## src/rtl/instr_sequencer.sv

```systemverilog
// instr_sequencer: multi-cycle fetch/decode/exec/wb control unit driving MAIN
// Ports: clk, Reset (sync, active-high), Run (start, sampled in IDLE),
//   imem_req/imem_addr/imem_ack/imem_data (instruction fetch handshake),
//   ZF/OF (MAIN flags), Write_Reg/Mem_Write/ALU_OP/R_Addr_A/R_Addr_B/W_Addr/STORAGE_Addr_R
//   (MAIN controls), PC, Halted, Fault (sticky), Fault_Cause (01 illegal, 10 timeout, 11 overflow).
// Option: define OVF_TRAP_EN to trap ADD/SUB overflow instead of writing the result.
module instr_sequencer #(
  parameter int PC_W = 6,
  parameter logic [PC_W-1:0] RESET_PC = '0,
  parameter int ACK_TIMEOUT = 15
) (
  input  logic            clk,
  input  logic            Reset,
  input  logic            Run,
  output logic            imem_req,
  output logic [PC_W-1:0] imem_addr,
  input  logic            imem_ack,
  input  logic [31:0]     imem_data,
  input  logic            ZF,
  input  logic            OF,
  output logic            Write_Reg,
  output logic            Mem_Write,
  output logic [2:0]      ALU_OP,
  output logic [4:0]      R_Addr_A,
  output logic [4:0]      R_Addr_B,
  output logic [4:0]      W_Addr,
  output logic [5:0]      STORAGE_Addr_R,
  output logic [PC_W-1:0] PC,
  output logic            Halted,
  output logic            Fault,
  output logic [1:0]      Fault_Cause
);
  localparam int CW = $clog2(ACK_TIMEOUT + 1);
  typedef enum logic [2:0] {S_IDLE, S_FETCH, S_DECODE, S_EXEC, S_WB, S_HALT} state_t;
  state_t state, state_n;
  logic [31:0] ir, ir_n;
  logic [CW-1:0] cnt, cnt_n;
  logic zf_q, zf_n, req_n, wr_n, mw_n, halt_n, fault_n;
  logic [2:0] alu_n;
  logic [1:0] fc_n;
  logic [PC_W-1:0] pc_n;
  logic [3:0] d_ir, d_in;
  logic unused_ir;
  // {legal, alu_op} for an instruction word
  function automatic logic [3:0] dec(input logic [31:0] w);
    case (w[31:26])
      6'h00: case (w[5:0])
        6'h24: dec = 4'b1000;
        6'h25: dec = 4'b1001;
        6'h26: dec = 4'b1010;
        6'h27: dec = 4'b1011;
        6'h20: dec = 4'b1100;
        6'h22: dec = 4'b1101;
        6'h2A: dec = 4'b1110;
        6'h00: dec = 4'b1111;
        default: dec = 4'b0000;
      endcase
      6'h2B, 6'h3F: dec = 4'b1000;
      6'h04: dec = 4'b1101;
      default: dec = 4'b0000;
    endcase
  endfunction
  assign d_ir = dec(ir);
  assign d_in = dec(imem_data);
  // address outputs are fields of the registered IR
  assign R_Addr_A = ir[25:21];
  assign R_Addr_B = ir[20:16];
  assign W_Addr = ir[15:11];
  assign STORAGE_Addr_R = ir[5:0];
  assign imem_addr = PC;
  assign unused_ir = ^ir[10:6];
`ifdef OVF_TRAP_EN
  logic addsub;
  assign addsub = ir[31:26] == 6'h00 && (ir[5:0] == 6'h20 || ir[5:0] == 6'h22);
`else
  logic unused_of;
  assign unused_of = OF;
`endif
  always_comb begin
    state_n = state;
    ir_n = ir;
    cnt_n = cnt;
    zf_n = zf_q;
    pc_n = PC;
    req_n = 1'b0;
    wr_n = 1'b0;
    mw_n = 1'b0;
    alu_n = ALU_OP;
    halt_n = Halted;
    fault_n = Fault;
    fc_n = Fault_Cause;
    case (state)
      S_IDLE: if (Run) begin
        state_n = S_FETCH;
        req_n = 1'b1;
        cnt_n = '0;
      end
      S_FETCH: if (imem_ack) begin
        state_n = S_DECODE;
        ir_n = imem_data;
        alu_n = d_in[2:0];
      end else if (cnt == CW'(ACK_TIMEOUT - 1)) begin
        state_n = S_HALT;
        halt_n = 1'b1;
        fault_n = 1'b1;
        fc_n = 2'b10;
      end else begin
        cnt_n = cnt + 1'b1;
        req_n = 1'b1;
      end
      S_DECODE: if (!d_ir[3] || ir[31:26] == 6'h3F) begin
        state_n = S_HALT;
        halt_n = 1'b1;
        fault_n = !d_ir[3];
        fc_n = d_ir[3] ? 2'b00 : 2'b01;
      end else state_n = S_EXEC;
      S_EXEC: begin
        zf_n = ZF;
`ifdef OVF_TRAP_EN
        if (addsub && OF) begin
          state_n = S_HALT;
          halt_n = 1'b1;
          fault_n = 1'b1;
          fc_n = 2'b11;
        end else
`endif
        begin
          state_n = S_WB;
          wr_n = ir[31:26] == 6'h00;
          mw_n = ir[31:26] == 6'h2B;
        end
      end
      S_WB: begin
        state_n = S_FETCH;
        req_n = 1'b1;
        cnt_n = '0;
        pc_n = PC + PC_W'(1) + ((ir[31:26] == 6'h04 && zf_q) ? ir[PC_W-1:0] : '0);
      end
      default: halt_n = 1'b1;
    endcase
  end
  always_ff @(posedge clk) begin
    if (Reset) begin
      state <= S_IDLE;
      ir <= '0;
      cnt <= '0;
      zf_q <= 1'b0;
      PC <= RESET_PC;
      imem_req <= 1'b0;
      Write_Reg <= 1'b0;
      Mem_Write <= 1'b0;
      ALU_OP <= '0;
      Halted <= 1'b0;
      Fault <= 1'b0;
      Fault_Cause <= '0;
    end else begin
      state <= state_n;
      ir <= ir_n;
      cnt <= cnt_n;
      zf_q <= zf_n;
      PC <= pc_n;
      imem_req <= req_n;
      Write_Reg <= wr_n;
      Mem_Write <= mw_n;
      ALU_OP <= alu_n;
      Halted <= halt_n;
      Fault <= fault_n;
      Fault_Cause <= fc_n;
    end
  end
endmodule

```

## config.mk

```make
export PLATFORM = sky130hd
export DESIGN_NAME = instr_sequencer
export DESIGN_NICKNAME = d
export VERILOG_FILES = /design/src/rtl/instr_sequencer.sv
export SDC_FILE = /design/constraint.sdc
export NUM_CORES = 1
export LEC_CHECK = 0
export CORE_MARGIN = 2
export CORE_UTILIZATION = 45
export DETAILED_ROUTE_END_ITERATION = 16
export DONT_BUFFER_PORTS = 1
export HOLD_SLACK_MARGIN = 0.08
export REMOVE_ABC_BUFFERS = 1
export SLEW_MARGIN = 20
export SYNTH_ARGS = -nofsm -noshare
export SYNTH_HDL_FRONTEND = slang
export SYNTH_SLANG_ARGS = --single-unit
```

## constraint.sdc

```tcl
create_clock -name clk -period 3.7 [get_ports clk]
set_input_delay 0.37 -clock clk [delete_from_list [all_inputs] [get_ports clk]]
set_output_delay 0.37 -clock clk [all_outputs]
set_load 0.005 [all_outputs]
```

Yosys cells after proc, flatten, opt, wreduce, memory -nomap -nowiden
Cells that the tools add are included.

word-level totals
  flip-flop bits (word level) = 56
  bits of input ports = 38
  output and inout port bits = 43
  logic and storage cells = 97

cells by class
  add/subtract/negate cells = 3
  equality and inequality tests = 31
  muxes and demuxes = 29
  bitwise operators = 2
  reduce and logical (&&, ||, !) cells = 20

operators by type and width
  cell                                            number
  == test 6 bit (second input constant)           18
  case mux 4 bit (8 select lines)                 1
  logical NOT 6 bit                               4
  case mux 3 bit (8 select lines)                 1
  case mux 4 bit (3 select lines)                 2
  case mux 3 bit (5 select lines)                 1
  == test 6 x 3 -> 1 bit (second input constant)  2
  two-way mux 3 bit                               4
  two-way mux 4 bit                               3
  AND reduction 4 bit                             3
  != test 2 bit (second input constant)           5
  case mux 3 bit (3 select lines)                 1
  two-way mux 1 bit                               8
  adder 6 x 1 -> 6 bit (second input constant)    1
  adder 6 bit                                     1
  == test 3 x 2 -> 1 bit (second input constant)  2
  two-way mux 2 bit                               3
  two-way mux 6 bit                               1
  case mux 1 bit (3 select lines)                 2
  OR reduction 2 bit                              3
  nonzero test 5 bit                              1
  adder 4 x 1 -> 4 bit (second input constant)    1
  == test 4 bit (second input constant)           1
  case mux 2 bit (2 select lines)                 1
  other kinds (14)                                15

Depth between registers and ports, before layout
  depth in word-level cells = 7
  depth in mapped cells = 10

Worst setup path before layout
OpenSTA, ideal clock, no wires.

  path kind = register to register
  start = register ir[28]
  end = register PC[5]
  setup time = 0.134 ns
  arrival = 2.189 ns
  setup slack = 1.377 ns
  stages on the path, launching flop included = 10
  path buffers = 0
  cell sequence = dfxtp_1 -> and2_1 -> and3_1 -> and2_1 -> ha_1 -> and2_1 -> o21ai_0 -> nand2_1 -> mux2i_1 -> or4_1

on the way
  cells in the longest elaborated chain, start to end = 4

RTL lines
  element                 RTL line  source
  start, declared         36        logic [31:0] ir, ir_n;
  start signal, assigned  158       ir <= ir_n;
  == test 6 x 3 -> 1 bit  137       pc_n = PC + PC_W'(1) + ((ir[31:26] == 6'h04 && zf_q) ? ir[PC_W-1:0] : '0);
  logical AND 1 bit       137
  two-way mux 6 bit       137
  adder 6 bit             137
  end signal, assigned    161       PC <= pc_n;
  end, declared           28        output logic [PC_W-1:0] PC,

Every way passes these cells.
A chain may end at the register's enable or synchronous reset.

Worst setup path in the final report
  start = register ir[31]
  end = register PC[5]

Same word-level chain as after synthesis.

==> summary.md <==
| Metric | Value |
|---|---|
| Outcome | completed |
| Clk root buf | clkbuf_8 |
| Share of cells above drive strength 1 | under 10% |
| FF+latch area | between 1000 and 1500 um^2 |
| Worst Path Buf+Inv | 0 |
| Core Area | 5540 um^2 |
| Fmax | approximately 400 MHz |
| Drt initial violations | 85 |
| Synth Warn # | 0 |
| Critical Path Start Type | register |
| Setup Viol. Count Final | 0 |
| Die area | 6400 um^2 |
| Placer congestion estimate | 0.815 |
| All-layer global routing usage | roughly 17% |
| Syn Inst Count | 327 |
| Async set-reset flop share out of synthesis | 0% |
| Crit path required time | roughly 3.9 ns |
| CTS resizes | 0 |
| Vias in the first global route | about 1,900 |
| Post-synthesis adder-cell area fraction | 4.14% |
| Synth top area cells | dfxtp_1 39%, nand2_1 10%, buf_4 7.8%, a21oi_1 7.1%, ha_1 3.4% |
| Rel. slew slack | between 60% and 70% |
| Critical path's slowest cell | or4_1 |
| Syn-to-layout area delta | -0.626% |
| Tcrit/Tclk final | about two thirds |
| CP arrival | between 2 and 3 ns |
| Setup CP Type | register to register |
| CTS tree | yes |
| Post-synth cell types | slightly below 50 |
| Post-synth top area share | 39.3% |
| Final core occ | roughly 47% |
| DRC | 0 |
| CP top delay family | simple AND/OR/NAND/NOR gates |
| RSZ-0062 raised after global routing | false |
| Final critical-path required period | ~2.5 ns |
| Largest family of logic cells by synthesized area | simple AND/OR/NAND/NOR gates |
| Grt met1 use | between 10% and 20% |
| Placed Cells | about 360 |
| M3 GR Usage | about 5.8% |
| R2r endpoint | PC[5]$_SDFFE_PP0P_ |
| Fin. Hold Viols | 0 |
| DR pass1 iterations | 4 |
| Sequential share of the synthesized area | 39.3% |
| Yosys reg bits | slightly above 50 |
| CP Capture Type | register |
| Slew Viols, Final | 0 |
| Syn Area/Cell | 7.94 um^2 |
| Setup bufs post-CTS | 0 |
| Worst R2R Setup Slack | 1.19 ns |
| Cell area power density | 445 nW/um^2 |
| Initial antenna violation count | 0 |
| CTS Buffer Depth | 2 |
| Pre-CTS WS | ~1.2 ns |
| Latest clock arrival within the worst-skew pair | roughly 0.30 ns |
| Post-synth EDFFs | 0 |
| FF-to-FF path depth | 9 |
| Die X | roughly 80 um |
| Fin cells | about 370 |
| Max cap viols | 0 |
| # nets final | 342 |
| Peak per-stage delay on the critical path | about 0.51 ns |
| Met2 Track Usage GR | 28.9% |
| P_leak | about 0.9 nW |
| Num Clock Sinks | 51 |
| Skew final | 0.00761 ns |
| Reg2Reg Launch Point | ir[31]$_SDFFE_PP0P_ |
| Final wirelength | roughly 5200 um |
| Pin slew with the least headroom to its limit | ~0.5 ns |
| Row count | 27 |
| GR peak layer | met2 |
| Wirelength per Cell | 14.1 um |
| Hold EP | ir[13]$_SDFFE_PP0P_ |
| Global-route wire length before repair | between 8000 and 9000 um |
| Largest area contributor in the netlist | dfxtp_1 |
| Crit. Startpoint | ir[31]$_SDFFE_PP0P_ |
| I/O pin total | 81 |
| Final HPWL DP | around 3600 um |
| H-tree depth | 2 |
| Worst VDD drop | roughly 0.00025 V |
| Setup ws final | approximately 1.2 ns |
| Class of the worst hold path | primary input to register |
| Hold Slack | 0.121 ns |
| Critical path peak fanout | 5 |
| Most used cell, CP | and2_1 |
| Largest net degree at the start of global routing | 50 |
| Post-CTS Hold Fix Bufs | 0 |
| Initial Util | 46.9% |
| Total CTS buffers | 5 |
| Hold path start | Reset |
| Area of the mapped netlist | approximately 2600 um^2 |
| Vias | 1,992 |
| Post-synthesis simple-gate area fraction | between 20% and 30% |
| Port Buffer Count | 0 |
| Synth Area in Compound Gates | between 15 and 20% |
| Die H | between 70 and 80 um |
| Footprint of the multi-input gates | ~1300 um^2 |
| Worst-path cell chain | nor3_2 -> and3_1 -> and2_1 -> ha_1 -> and2_1 -> o21ai_0 -> nand2_1 -> mux2i_1 -> or4_1 |
| ANT cells | 0 |
| Proportion of synthesized area in mux cells | 0.771% |
| Final antenna-violating net count | 0 |
| Fillers | ~580 |
| Hold depth | 1 |
| Remaining global-route overflow | 0 |
| Drt via density | approximately 5.4 |
| Clk slew on worst S/H paths | around 0.090 ns |
| XOR/XNOR Fraction of Synth Area | 2.36% |
| Setup TNS | 0 ns |
| Synth Flop Type | dfxtp_1 |
synthesized netlist by cell type (all sizes together), types with 2 or more instances:
cell and count:
nand2 69, dfxtp 51, a21oi 37, buf 30, nor2 23, clkbuf 10, nor3 10, inv 9
o21ai 8, and2 7, ha 7, nand3 7, o31ai 5, a211oi 4, xor2 4, and3 3
nand2b 3, nand4 3, or4 3, xnor2 3, mux2i 2, nand3b 2, nor2b 2, nor3b 2
or3 2
logic make-up (layout without fill, tap and decap cells):
family	after synthesis	in the layout
multiplexers	2	2
flip-flops	51	51
XOR/XNOR	7	7
adder cells (fa/ha/maj)	8	8
buffers and inverters	50	20
AND/OR/NAND/NOR	143	143
AO/OA/AOI/OAI	66	66
placed cells by master (no fill, tap or decap), types with 2 or more instances in the layout:
cell / count
dfxtp_1: 51
nand3b_1: 2
mux2i_1: 2
and3_1: 3
or4_1: 3
nand3_1: 7
a211oi_1: 4
ha_1: 7
xor2_1: 4
xnor2_1: 3
inv_1: 9
o21ai_0: 8
nand2b_1: 3
nor2_1: 23
nor3b_2: 2
or3_1: 2
bufinv_16: 2
nand2_1: 69
a21oi_1: 37
nand4_1: 3
buf_4: 2
o31ai_1: 5
and2_1: 7
nor3_1: 7
nor2b_1: 2
nor3_2: 3
clkbuf_8: 5
worst reg2reg max path, cell delays in order, from the launching register on:
cell	delay, ns
dfxtp_1	0.34
nor3_2	0.25
and3_1	0.26
and2_1	0.14
ha_1	0.26
and2_1	0.17
o21ai_0	0.22
nand2_1	0.13
mux2i_1	0.13
or4_1	0.51
layout make-up:
type / instances / area share (%)
multi-input cells: 226 / 49.8
well taps: 72 / 3.49
repair buffers: 2 / 0.582
flip-flops and latches: 51 / 39.6
clock buffers: 6 / 2.81
clock inverters: 2 / 2.33
inverters: 10 / 1.45
how the worst max path moves through the flow:
stage                         endpoint  slack [ns]  depth (start not counted)
floorplan           PC[5]$_SDFFE_PP0P_        1.38                          9
global placement    PC[5]$_SDFFE_PP0P_        1.23                          9
detailed placement  PC[5]$_SDFFE_PP0P_        1.19                         10
CTS                 PC[5]$_SDFFE_PP0P_        1.18                          9
global route        PC[5]$_SDFFE_PP0P_        1.03                         10
finish              PC[5]$_SDFFE_PP0P_        1.19                          9
per-stage QoR:
step	total power, mW	area (um^2)
global route	1.20	2580
CTS	1.16	2580
finish	1.15	2580
floorplan	0.680	2340
detailed placement	0.707	2450
global placement	0.705	2450
sequential cells by signal (all words and copies together), names as in the netlist, 2 cells and up:
signal and count:
ir 27, PC 6, cnt 4, ALU_OP 3, state 3, Fault_Cause 2
power by group:
part | leakage (nW) | switching (mW) | internal (mW)
sequential | 0.414 | 0.0276 | 0.572
combinational | 0.443 | 0.0555 | 0.0379
clock | 0.0654 | 0.185 | 0.270
total | 0.922 | 0.268 | 0.880
metal layers:
metal | vias to the layer above | wire length, um
met1 | 911 | 2380
met5 | - | 0
li1 | 1029 | -
met2 | 50 | 2450
met4 | 0 | 29
met3 | 2 | 361
(Power assumes the default switching activity.)
